==> config.mk <==
export PLATFORM = sky130hd
export DESIGN_NAME = rr_sel_arbiter
export DESIGN_NICKNAME = d
export VERILOG_FILES = /design/src/rtl/rr_sel_arbiter.sv
export SDC_FILE = /design/constraint.sdc
export NUM_CORES = 1
export LEC_CHECK = 0
export BUFFER_PORTS_ARGS = -buffer_cell sky130_fd_sc_hd__buf_2
export CORE_UTILIZATION = 40
export DETAILED_ROUTE_END_ITERATION = 7
export PLACE_DENSITY_LB_ADDON = 0.15
export SETUP_SLACK_MARGIN = 0.2
export SLEW_MARGIN = 20
export SYNTH_ARGS = -nofsm -noshare
export SYNTH_HDL_FRONTEND = slang
export SYNTH_SLANG_ARGS = --single-unit
==> constraint.sdc <==
create_clock -name clk -period 4 [get_ports clk]
set_input_delay 0.6 -clock clk [delete_from_list [all_inputs] [get_ports clk]]
set_output_delay 0.6 -clock clk [all_outputs]
set_load 0.05 [all_outputs]
==> src/rtl/rr_sel_arbiter.sv <==
// Round-robin arbiter that drives the select code of the four-input source mux.
// One grantee at a time; tenure ends on done, request drop or hold limit.
module rr_sel_arbiter #(
  parameter int HOLD_MAX = 8
) (
  input  logic       clk,
  input  logic       rst_n,
  input  logic [3:0] req,
  input  logic       done,
  output logic [3:0] grant,
  output logic [3:0] sel,
  output logic       valid
);

  typedef enum logic {S_IDLE, S_GRANT} state_t;

  localparam logic [3:0] CNT_LAST = 4'(HOLD_MAX - 1);

  state_t     state_q, state_d;
  logic [3:0] grant_q, grant_d;
  logic [1:0] sel_q,   sel_d;
  logic       valid_q, valid_d;
  logic [1:0] last_q,  last_d;
  logic [3:0] cnt_q,   cnt_d;

  logic [2:0] pick;
  logic       rel;
  logic       arb;

  // Returns {found, index}; search starts just after the last winner so it
  // is visited last.
  function automatic logic [2:0] rr_pick(input logic [3:0] r, input logic [1:0] last);
    logic       found;
    logic [1:0] idx;
    logic [1:0] cand;
    found = 1'b0;
    idx   = 2'd0;
    for (int k = 1; k <= 4; k++) begin
      cand = last + 2'(k);
      if (!found && r[cand]) begin
        found = 1'b1;
        idx   = cand;
      end
    end
    return {found, idx};
  endfunction

  always_comb begin
    state_d = state_q;
    grant_d = grant_q;
    sel_d   = sel_q;
    valid_d = valid_q;
    last_d  = last_q;
    cnt_d   = cnt_q;

    pick = rr_pick(req, last_q);
    rel  = (state_q == S_GRANT) && (done || !req[sel_q] || (cnt_q == CNT_LAST));
    arb  = (state_q == S_IDLE) || rel;

    if (state_q == S_GRANT && !rel) begin
      cnt_d = (cnt_q == CNT_LAST) ? cnt_q : cnt_q + 4'd1;
    end

    // last_q always equals the current grantee, so a release re-arbitrates
    // with the outgoing source at lowest priority.
    if (arb) begin
      cnt_d = 4'd0;
      if (pick[2]) begin
        state_d = S_GRANT;
        grant_d = 4'd1 << pick[1:0];
        sel_d   = pick[1:0];
        valid_d = 1'b1;
        last_d  = pick[1:0];
      end else begin
        state_d = S_IDLE;
        grant_d = 4'd0;
        valid_d = 1'b0;
      end
    end
  end

  always_ff @(posedge clk or negedge rst_n) begin
    if (!rst_n) begin
      state_q <= S_IDLE;
      grant_q <= 4'd0;
      sel_q   <= 2'd0;
      valid_q <= 1'b0;
      last_q  <= 2'd3;
      cnt_q   <= 4'd0;
    end else begin
      state_q <= state_d;
      grant_q <= grant_d;
      sel_q   <= sel_d;
      valid_q <= valid_d;
      last_q  <= last_d;
      cnt_q   <= cnt_d;
    end
  end

  assign grant = grant_q;
  assign sel   = {2'b00, sel_q};
  assign valid = valid_q;

endmodule
### Word-level counts from Yosys, hierarchy flattened

Cells that the tools add are included.
Widths: inputs -> output; s select.

| word-level totals | value |
|---|---|
| flip-flop bits (word level) | 13 |
| bits in latches | 0 |
| bits in writable memories | 0 |
| memory bits (read-only) | 0 |
| input port bits | 7 |
| output and inout port bits | 9 |
| word-level logic and storage cells | 57 |
| memories kept | 0 |

| cells by class | value |
|---|---|
| add/subtract/negate cells | 4 |
| multipliers | 0 |
| divide/modulo/power cells | 0 |
| magnitude comparators | 5 |
| equality and inequality tests | 2 |
| shift-type cells | 1 |
| mux-type cells | 23 |
| bitwise gates (word level) | 1 |
| reductions and logical operators | 16 |

Operator list:

| operator | number |
|---|---|
| $mux 4 | 4 |
| $lt 2x3->1 const B | 5 |
| $bmux 1 s2 | 5 |
| $mux 1 | 10 |
| $mux 2 | 4 |
| $logic_and 1x1->1 | 5 |
| $logic_not 1->1 | 5 |
| $add 2x2->2 const B | 2 |
| $add 4x1->4 const B | 1 |
| $eq 4x3->1 const B | 1 |
| $reduce_and 2->1 | 2 |
| $shl 1x2->4 const A | 1 |
| $logic_or 1x1->1 | 3 |
| $add 2x1->2 const B | 1 |
| $ne 2x2->1 const B | 1 |
| $reduce_bool 2->1 | 1 |
| $not 1->1 | 1 |

### Logic depth before layout (Yosys ltp)

Gate-level depths: netlist of run 1.

| depth | value |
|---|---|
| depth after elaboration | 15 |
| mapped depth | 6 |
| gate-level depth less buffers | 5 |

### Least setup slack after synthesis of run 1

OpenSTA, ideal clock, no wires.

| timing | value |
|---|---|
| path kind | flip-flop to flip-flop |
| start point | register sel_q[0] |
| end point | register sel_q[0] |
| setup time | 125 ps |
| arrival time | 1,904 ps |
| data required time | 3,875 ps |
| setup slack | 1,972 ps |
| cell stages (with the launch flop) | 5 |
| buffers on the path | 0 |
| clock period less this slack | 2,028 ps |
| path through | dfrtp_1 > mux4_2 > and4b_4 > a21oi_2 > mux2_2 |

| on the way | value |
|---|---|
| longest elaborated chain between the ends | 8 |

Ends and longest elaborated chain:

| element | RTL line | RTL |
|---|---|---|
| start, declared | 21 | `logic [1:0] sel_q, sel_d;` |
| start signal, assigned | 93 | `sel_q <= sel_d;` |
| $bmux 1 s2 | 57 | `rel = (state_q == S_GRANT) && (done \|\| !req[sel_q] \|\| (cnt_q == CNT_LAST));` |
| $mux 1 (not written as such) | 57 |  |
| $logic_not 1->1 | 57 |  |
| $logic_or 1x1->1 (2 in a row) | 57 |  |
| $logic_and 1x1->1 | 57 |  |
| $logic_or 1x1->1 | 58 | `arb = (state_q == S_IDLE) \|\| rel;` |
| $reduce_and 2->1 (no line) | n/a |  |

No other way between the ends. The select of a mux whose other input is x is not followed.
A chain may end at the register's enable or synchronous reset.

### Final worst setup path of run 1

| timing | value |
|---|---|
| start point | input req[3] |
| end point | register sel_q[0] |

| on the way | value |
|---|---|
| longest elaborated chain between the ends | 13 |
| elaborated cells between the ends (all ways) | 30 |
| those cells by class | 18 x mux; 12 x reduce/logical |

Ends and longest elaborated chain:

| element | RTL line | RTL |
|---|---|---|
| start, declared | 8 | `input logic [3:0] req,` |
| $bmux 1 s2 | 40 | `if (!found && r[cand]) begin` |
| $mux 1 (not written as such) | 40 |  |
| $mux 1 | 40 |  |
| $logic_not 1->1 | 40 |  |
| $logic_and 1x1->1 | 40 |  |
| $mux 1 | 40 |  |
| $logic_not 1->1 | 40 |  |
| $logic_and 1x1->1 | 40 |  |
| $mux 1 | 40 |  |
| $logic_not 1->1 | 40 |  |
| $logic_and 1x1->1 | 40 |  |
| $mux 1 | 40 |  |
| $reduce_and 2->1 (no line) | n/a |  |

Parallel ways exist; a longest one is shown, timed or not. The select of a mux whose other input is x is not followed.

==> results of run 1 <==
==> placed cells by master, fill, tap and decap left out, types with 2 or more instances in the layout <==
cell type                  netlist  routed
sky130_fd_sc_hd__buf_2           0      13
sky130_fd_sc_hd__a21oi_1         2       2
sky130_fd_sc_hd__mux2_2          3       3
sky130_fd_sc_hd__dfrtp_1        11      11
sky130_fd_sc_hd__inv_1           6       6
sky130_fd_sc_hd__o21ai_0         5       5
sky130_fd_sc_hd__nor2_1          5       5
sky130_fd_sc_hd__conb_1          1       2
sky130_fd_sc_hd__clkbuf_4        0       3
sky130_fd_sc_hd__nand2_1         5       5
sky130_fd_sc_hd__dfstp_2         2       2
==> registers in the layout, summed over array words and instances (netlist names) <==
signal  count
grant       4
valid       1
sel_q       2
cnt_q       4
last_q      2
==> layer usage <==
layer	vias to the layer above	track usage, %	wire length (microns)
met5	-	0	0
met4	0	7.50	15
met3	2	6.25	57
met2	13	24.5	597
met1	235	19.1	596
li1	252	-	-
==> cells in the mapped netlist (2+ instances only) <==
library cell	count	share of area (%)
sky130_fd_sc_hd__a21oi_1	2	1.4
sky130_fd_sc_hd__buf_4	2	2.2
sky130_fd_sc_hd__buf_6	2	3.2
sky130_fd_sc_hd__dfrtp_1	11	40
sky130_fd_sc_hd__dfstp_2	2	7.6
sky130_fd_sc_hd__inv_1	6	3.2
sky130_fd_sc_hd__mux2_2	3	4.9
sky130_fd_sc_hd__nand2_1	5	2.7
sky130_fd_sc_hd__nor2_1	5	2.7
sky130_fd_sc_hd__o21ai_0	5	3.6
==> kinds of logic after synthesis <==
family	after synthesis	share of synthesized area (%)
compound gates	17	16.7
xor+xnor	2	2.52
fa+ha+maj	1	1.80
buf+inv	11	9.17
flops	13	47.1
mux	4	8.09
other cells	1	0.539
simple gates	18	14.0
==> area by class of cell <==
cell class                 count  area share (%)
sequential                    13            42.6
multi-input combinational     44            40.0
timing repair buffer          13            8.46
clock buffer                   4            3.41
inverter                       6            2.93
tap                           16            2.60
==> worst min-delay path by stage <==
stage | cells after the start | from | endpoint
finish | 1 | rst_n | grant[2]
global route | 1 | rst_n | grant[2]
CTS | 1 | rst_n | grant[2]
detailed placement | 1 | cnt_q[0] | cnt_q[0]
global placement | 1 | cnt_q[0] | cnt_q[0]
floorplan | 0 | rst_n | cnt_q[0]
==> metrics by stage <==
step	util, %	worst slack [ps]	area [sq um]	total power (uW)
floorplan	-	1970	699	438
global placement	47.7	1890	743	488
detailed placement	47.7	1850	743	493
CTS	49.4	2150	769	575
global route	49.4	2110	769	607
finish	49.4	2140	769	569
==> power breakdown <==
part | total [uW] | internal [uW] | switching (uW) | leakage (uW)
Combinational | 264 | 90.1 | 174 | 0.000185
Sequential | 225 | 182 | 43.5 | 0.000161
Clock | 79.8 | 38.6 | 41.1 | 0.0000150
==> critical path: stages <==
cell and delay, ps:
sky130_fd_sc_hd__buf_2 150, sky130_fd_sc_hd__mux4_2 470, sky130_fd_sc_hd__and4b_4 260, sky130_fd_sc_hd__a21oi_2 190, sky130_fd_sc_hd__mux2_2 350
==> metrics.md, run 1 <==
| Metric | Value |
|---|---|
| Post-DR wirelength/cell | 13.2 microns |
| Relative slew slack | 63.0% |
| Library cell used as clock root buffer | sky130_fd_sc_hd__clkbuf_4 |
| Critical Path Start Type | input pin |
| Launching element of the worst setup path | req[3] |
| H-tree Lvls | 1 |
| Share of synthesized registers carrying an async set or reset | 100% |
| Critical path arrival | 2020 ps |
| Max Transition Viols Final | 0 |
| Number of inserted diodes | 0 |
| Clock latency reported for the late side of the worst-skew pair | 270 ps |
| R2r startpoint | sel_q[0] |
| Io pins | 16 |
| Register-to-register path setup slack | 2180 ps |
| Reported leakage power | 0.000361 uW |
| First-pass iteration count of the detailed router | 6 |
| Setup repair after global routing missed its margin | false |
| Endpoint of the worst register-to-register path | sel_q[0] |
| Tightest Pin Transition | 549 ps |
| Synth Cell Area | 696 sq um |
| Hold slack final | 197 ps |
| Hold bufs inserted after CTS | 0 |
| TritonCTS Buffers | 3 |
| Failing checks | design-rule violations |
| Total of flip-flops plus latches after synthesis | 13 |
| Clock skew after layout | 2.64 ps |
| Path category of the worst min-delay check | input pin to async pin |
| Nets@finish | 89 |
| Area of the multi-input gates | 308 sq um |
| PostCTS Resize Cnt | 0 |
| Worst-path fanout max | 11 |
| Via count of the first global-routing pass | 503 |
| Area added between synthesis and finish | 10.6% |
| Number of hold violations in the final report | 0 |
| Detailed Route WL | 1.27 mm |
| EDFF count, synth | 0 |
| Shortest clock period the worst path allows after layout | 1860 ps |
| DRC | 1 |
| # Post-CTS Setup Buffers | 0 |
| Portion of the post-synthesis area used by sequential elements | 47.1% |
| Number of cells after detailed placement | 92 |
| Initial DRC Count | 6 |
| Standard-cell rows | 14 |
| Via density per instance | 5.23 |
| Max-cap check violation count | 0 |
| Status | complete, but fails checks |
| Critical Path Sink Type | flop |
| YS warnings | 0 |
| Final Setup Violations | 0 |
| Vias | 502 |
| Clock transition at the registers of the reported paths | 80 ps |
| Maximum number of pins on one net before global-route repair | 14 |
| Peak supply drop | 377 uV |
| Post-route non-filler standard cell count | 96 |
| Top_reg_cell synth | sky130_fd_sc_hd__dfrtp_1 |
| Clock tree from TritonCTS | built |
| Worst Path Required | 4160 ps |
| Sequential cell area | 328 sq um |
| Weighted congestion at the end of routability-driven global placement | 0.775 |
| Initial core utilization | 44.6% |
| Fraction of layout cells with a size suffix above 1 | 30.0% |
| Peak Freq | 0.538 GHz |
| Crit path kind | input pin to flop |
| Total Die Area | 1910 sq um |
| Die Height | 43.7 microns |
| Logic depth of the worst register-to-register path | 4 |
| Number of instances in the synthesized netlist | 67 |
| Combined global-route utilization of all metal layers | 15.8% |
| Post-detail-place hpwl | 938 microns |
| Worst-case clock buffer depth | 2 |
| Area of the core | 1560 sq um |
| Fillers | 159 |
| Cell area power density | 739 nW/um^2 |
| Antenna violations before repair | 0 |
| Number of nets with antenna violations after detailed routing | 0 |
| Post-synthesis average cell area | 10.4 sq um |
| Wire length of the first global-routing pass | 2.09 mm |
| Setup Total Neg Slack | 0 ps |
| Share of the cycle needed by the critical path after routing | 46.4% |
| IO buf count | 13 |
| TritonCTS Sinks | 13 |
| Crit path to | sel_q[0] |
| Remaining Overflow, GRT | 0 |
| Synth unique cells | 34 |
| Die outline width | 43.7 microns |
(Power assumes the default switching activity.)
==> run 2, diff against run 1 <==
==> constraint.sdc (replaced) <==
create_clock -name clk -period 1.9 [get_ports clk]
set_input_delay 0.285 -clock clk [delete_from_list [all_inputs] [get_ports clk]]
set_output_delay 0.285 -clock clk [all_outputs]
set_load 0.05 [all_outputs]
==> metrics.md, run 2 (synthesis gave the netlist of run 1 again) <==
| Metric | Value |
|---|---|
| Clock skew after layout | 1.45 ps (-1.20 ps) |
| Critical path arrival | 1900 ps (-120 ps) |
| Commonest non-fill, non-tap cell in the layout | sky130_fd_sc_hd__buf_2 |
| Final core utilization | 53.8% (+4.4 points) |
| Wire length of the first global-routing pass | 2.33 mm (+12%) |
| DRC | 1 (unchanged) |
| Post-detail-place hpwl | 956 microns (+2.0%) |
| Via density per instance | 5.39 (+3.1%) |
| First-pass iteration count of the detailed router | 6 (unchanged) |
| Max-cap check violation count | 0 (unchanged) |
| Die Height | 43.7 microns (unchanged) |
| Peak Freq | 0.590 GHz |
| Peak supply drop | 1030 uV (+170%) |
| Standard-cell rows | 14 (unchanged) |
| Most used routing layer | met2 |
| Shortest clock period the worst path allows after layout | 1700 ps |
| Initial DRC Count | 6 (unchanged) |
| Final Instance Area | 838 sq um (+8.9%) |
| IO buf count | 13 (unchanged) |
| Logic depth of the worst register-to-register path | 4 (unchanged) |
| Weighted congestion at the end of routability-driven global placement | 0.832 (+7.4%) |
| Placed inst area | 756 sq um (+1.7%) |
| Path category of the worst min-delay check | input pin to flop |
| Hold slack final | 320 ps (+124 ps) |
| R2r startpoint | sel_q[0] |
| Cell area power density | 1550 nW/um^2 (+110%) |
| Clock tree from TritonCTS | built |
| Max Transition Viols Final | 0 (unchanged) |
| Fillers | 144 (-9.4%) |
| Final Setup Violations | 0 (unchanged) |
| Endpoint of the worst register-to-register path | last_q[0] |
| Combined global-route utilization of all metal layers | 17.1% (+1.3 points) |
| H-tree Lvls | 1 (unchanged) |
| Share of the cycle needed by the critical path after routing | 89.3% |
| Number of hold violations in the final report | 0 (unchanged) |
| Critical Path Start Type | flop |
| Fraction of layout cells with a size suffix above 1 | 38.1% (+8.1 points) |
| Remaining Overflow, GRT | 0 (unchanged) |
| Critical Path Sink Type | flop |
| Maximum number of pins on one net before global-route repair | 14 (unchanged) |
| Die outline width | 43.7 microns (unchanged) |
| Setup Total Neg Slack | 0 ps (unchanged) |
| Worst-path fanout max | 7 (-4) |
| Number of nets with antenna violations after detailed routing | 0 (unchanged) |
| Area added between synthesis and finish | 20.5% |
| Area of the core | 1560 sq um (unchanged) |
| Post-DR wirelength/cell | 13.7 microns (+4.0%) |
| Nets@finish | 93 (+4.5%) |
| Failing checks | design-rule violations |
| Clock transition at the registers of the reported paths | 80 ps (about the same) |
| PnR Total Power | 1300 uW (+130%) |
| Setup repair after global routing missed its margin | true |
| Global-route met3 utilization | 3.75% (-2.5 points) |
| Detailed Route WL | 1.37 mm (+8.4%) |
| Status | complete, but fails checks |
| Hold worst-path end | grant[1] |
| Initial core utilization | 44.6% (unchanged) |
| Clock latency reported for the late side of the worst-skew pair | 270 ps (about the same) |
| Number of inserted diodes | 0 (unchanged) |
| Reported leakage power | 0.000394 uW (+9.1%) |
| Register-to-register path setup slack | 200 ps (-1980 ps) |
| Met1 Track Usage GR | 23.3% (+4.2 points) |
| Library cell used as clock root buffer | sky130_fd_sc_hd__clkbuf_4 |
| TritonCTS Sinks | 13 (unchanged) |
| Worst-case clock buffer depth | 2 (unchanged) |
| Crit path kind | flop to flop |
| Hold path cells | 3 |
| Most frequent cells in the layout | 13 x sky130_fd_sc_hd__buf_2, 10 x sky130_fd_sc_hd__dfrtp_1, 6 x sky130_fd_sc_hd__inv_1, 5 x sky130_fd_sc_hd__nor2_1, 5 x sky130_fd_sc_hd__nand2_1 |
| Total Die Area | 1910 sq um (unchanged) |
| Antenna violations before repair | 0 (unchanged) |
| Start point of the worst hold path | req[1] |
| Via count of the first global-routing pass | 540 (+7.4%) |
| Met2 track utilization from global routing | 25.1% (+0.60 points) |
| Io pins | 16 (unchanged) |
| TritonCTS Buffers | 3 (unchanged) |
| Vias | 539 (+7.4%) |
| Worst Path Required | 2110 ps (-2050 ps) |
## run 2: layout make-up
type / count / area, sq um / area share (%)
sequential: 13 / 329 / 39.3
inverter: 6 / 22.5 / 2.69
clock buffer: 4 / 26.3 / 3.13
tap: 16 / 20.0 / 2.39
multi-input combinational: 44 / 343 / 40.9
timing repair buffer: 17 / 97.6 / 11.6
## run 2: worst max-delay path, stage by stage, from the launching register on
cell,delay [ps]
sky130_fd_sc_hd__dfrtp_2,380
sky130_fd_sc_hd__mux4_2,500
sky130_fd_sc_hd__and4b_4,230
sky130_fd_sc_hd__a21oi_4,160
sky130_fd_sc_hd__mux2_2,350
## run 2: per-layer routing
layer | up-vias | wire (microns)
li1 | 263 | -
met1 | 258 | 680
met2 | 16 | 616
met3 | 2 | 65
met4 | 0 | 10
met5 | - | 0
## run 2: through the flow
stage          instances  setup slack, ps
6_report             100              204
5_1_grt              100              152
4_1_cts              100              202
3_5_place_dp          92              130
3_3_place_gp          92              162
2_1_floorplan         68             66.3
## run 2: timing repair
item | CTS | global route
setup buffers | 3 | 0
pin swaps | 1 | 0
hold buffers | 1 | 0
gates resized for setup | 1 | 6
setup endpoints to repair | 3 | 6
endpoints found under the hold margin | 11 | 0
## run 2: power breakdown
group | total, uW | internal [uW] | switching, uW | leakage (uW)
Sequential | 474 | 384 | 89.8 | 0.000160
Clock | 173 | 81.3 | 91.3 | 0.0000150
Combinational | 656 | 247 | 409 | 0.000219
Total | 1300 | 713 | 590 | 0.000394
## run 2: how the worst max path moves through the flow
stage	startpoint	to	slack, ps	cells past startpoint
6_report	sel_q[0]	last_q[0]	200	4
5_1_grt	sel_q[0]	sel_q[0]	150	4
4_1_cts	sel_q[0]	last_q[0]	200	4
3_5_place_dp	req[3]	last_q[0]	130	5
3_3_place_gp	req[3]	sel_q[0]	160	5
2_1_floorplan	sel_q[0]	sel_q[0]	70	4
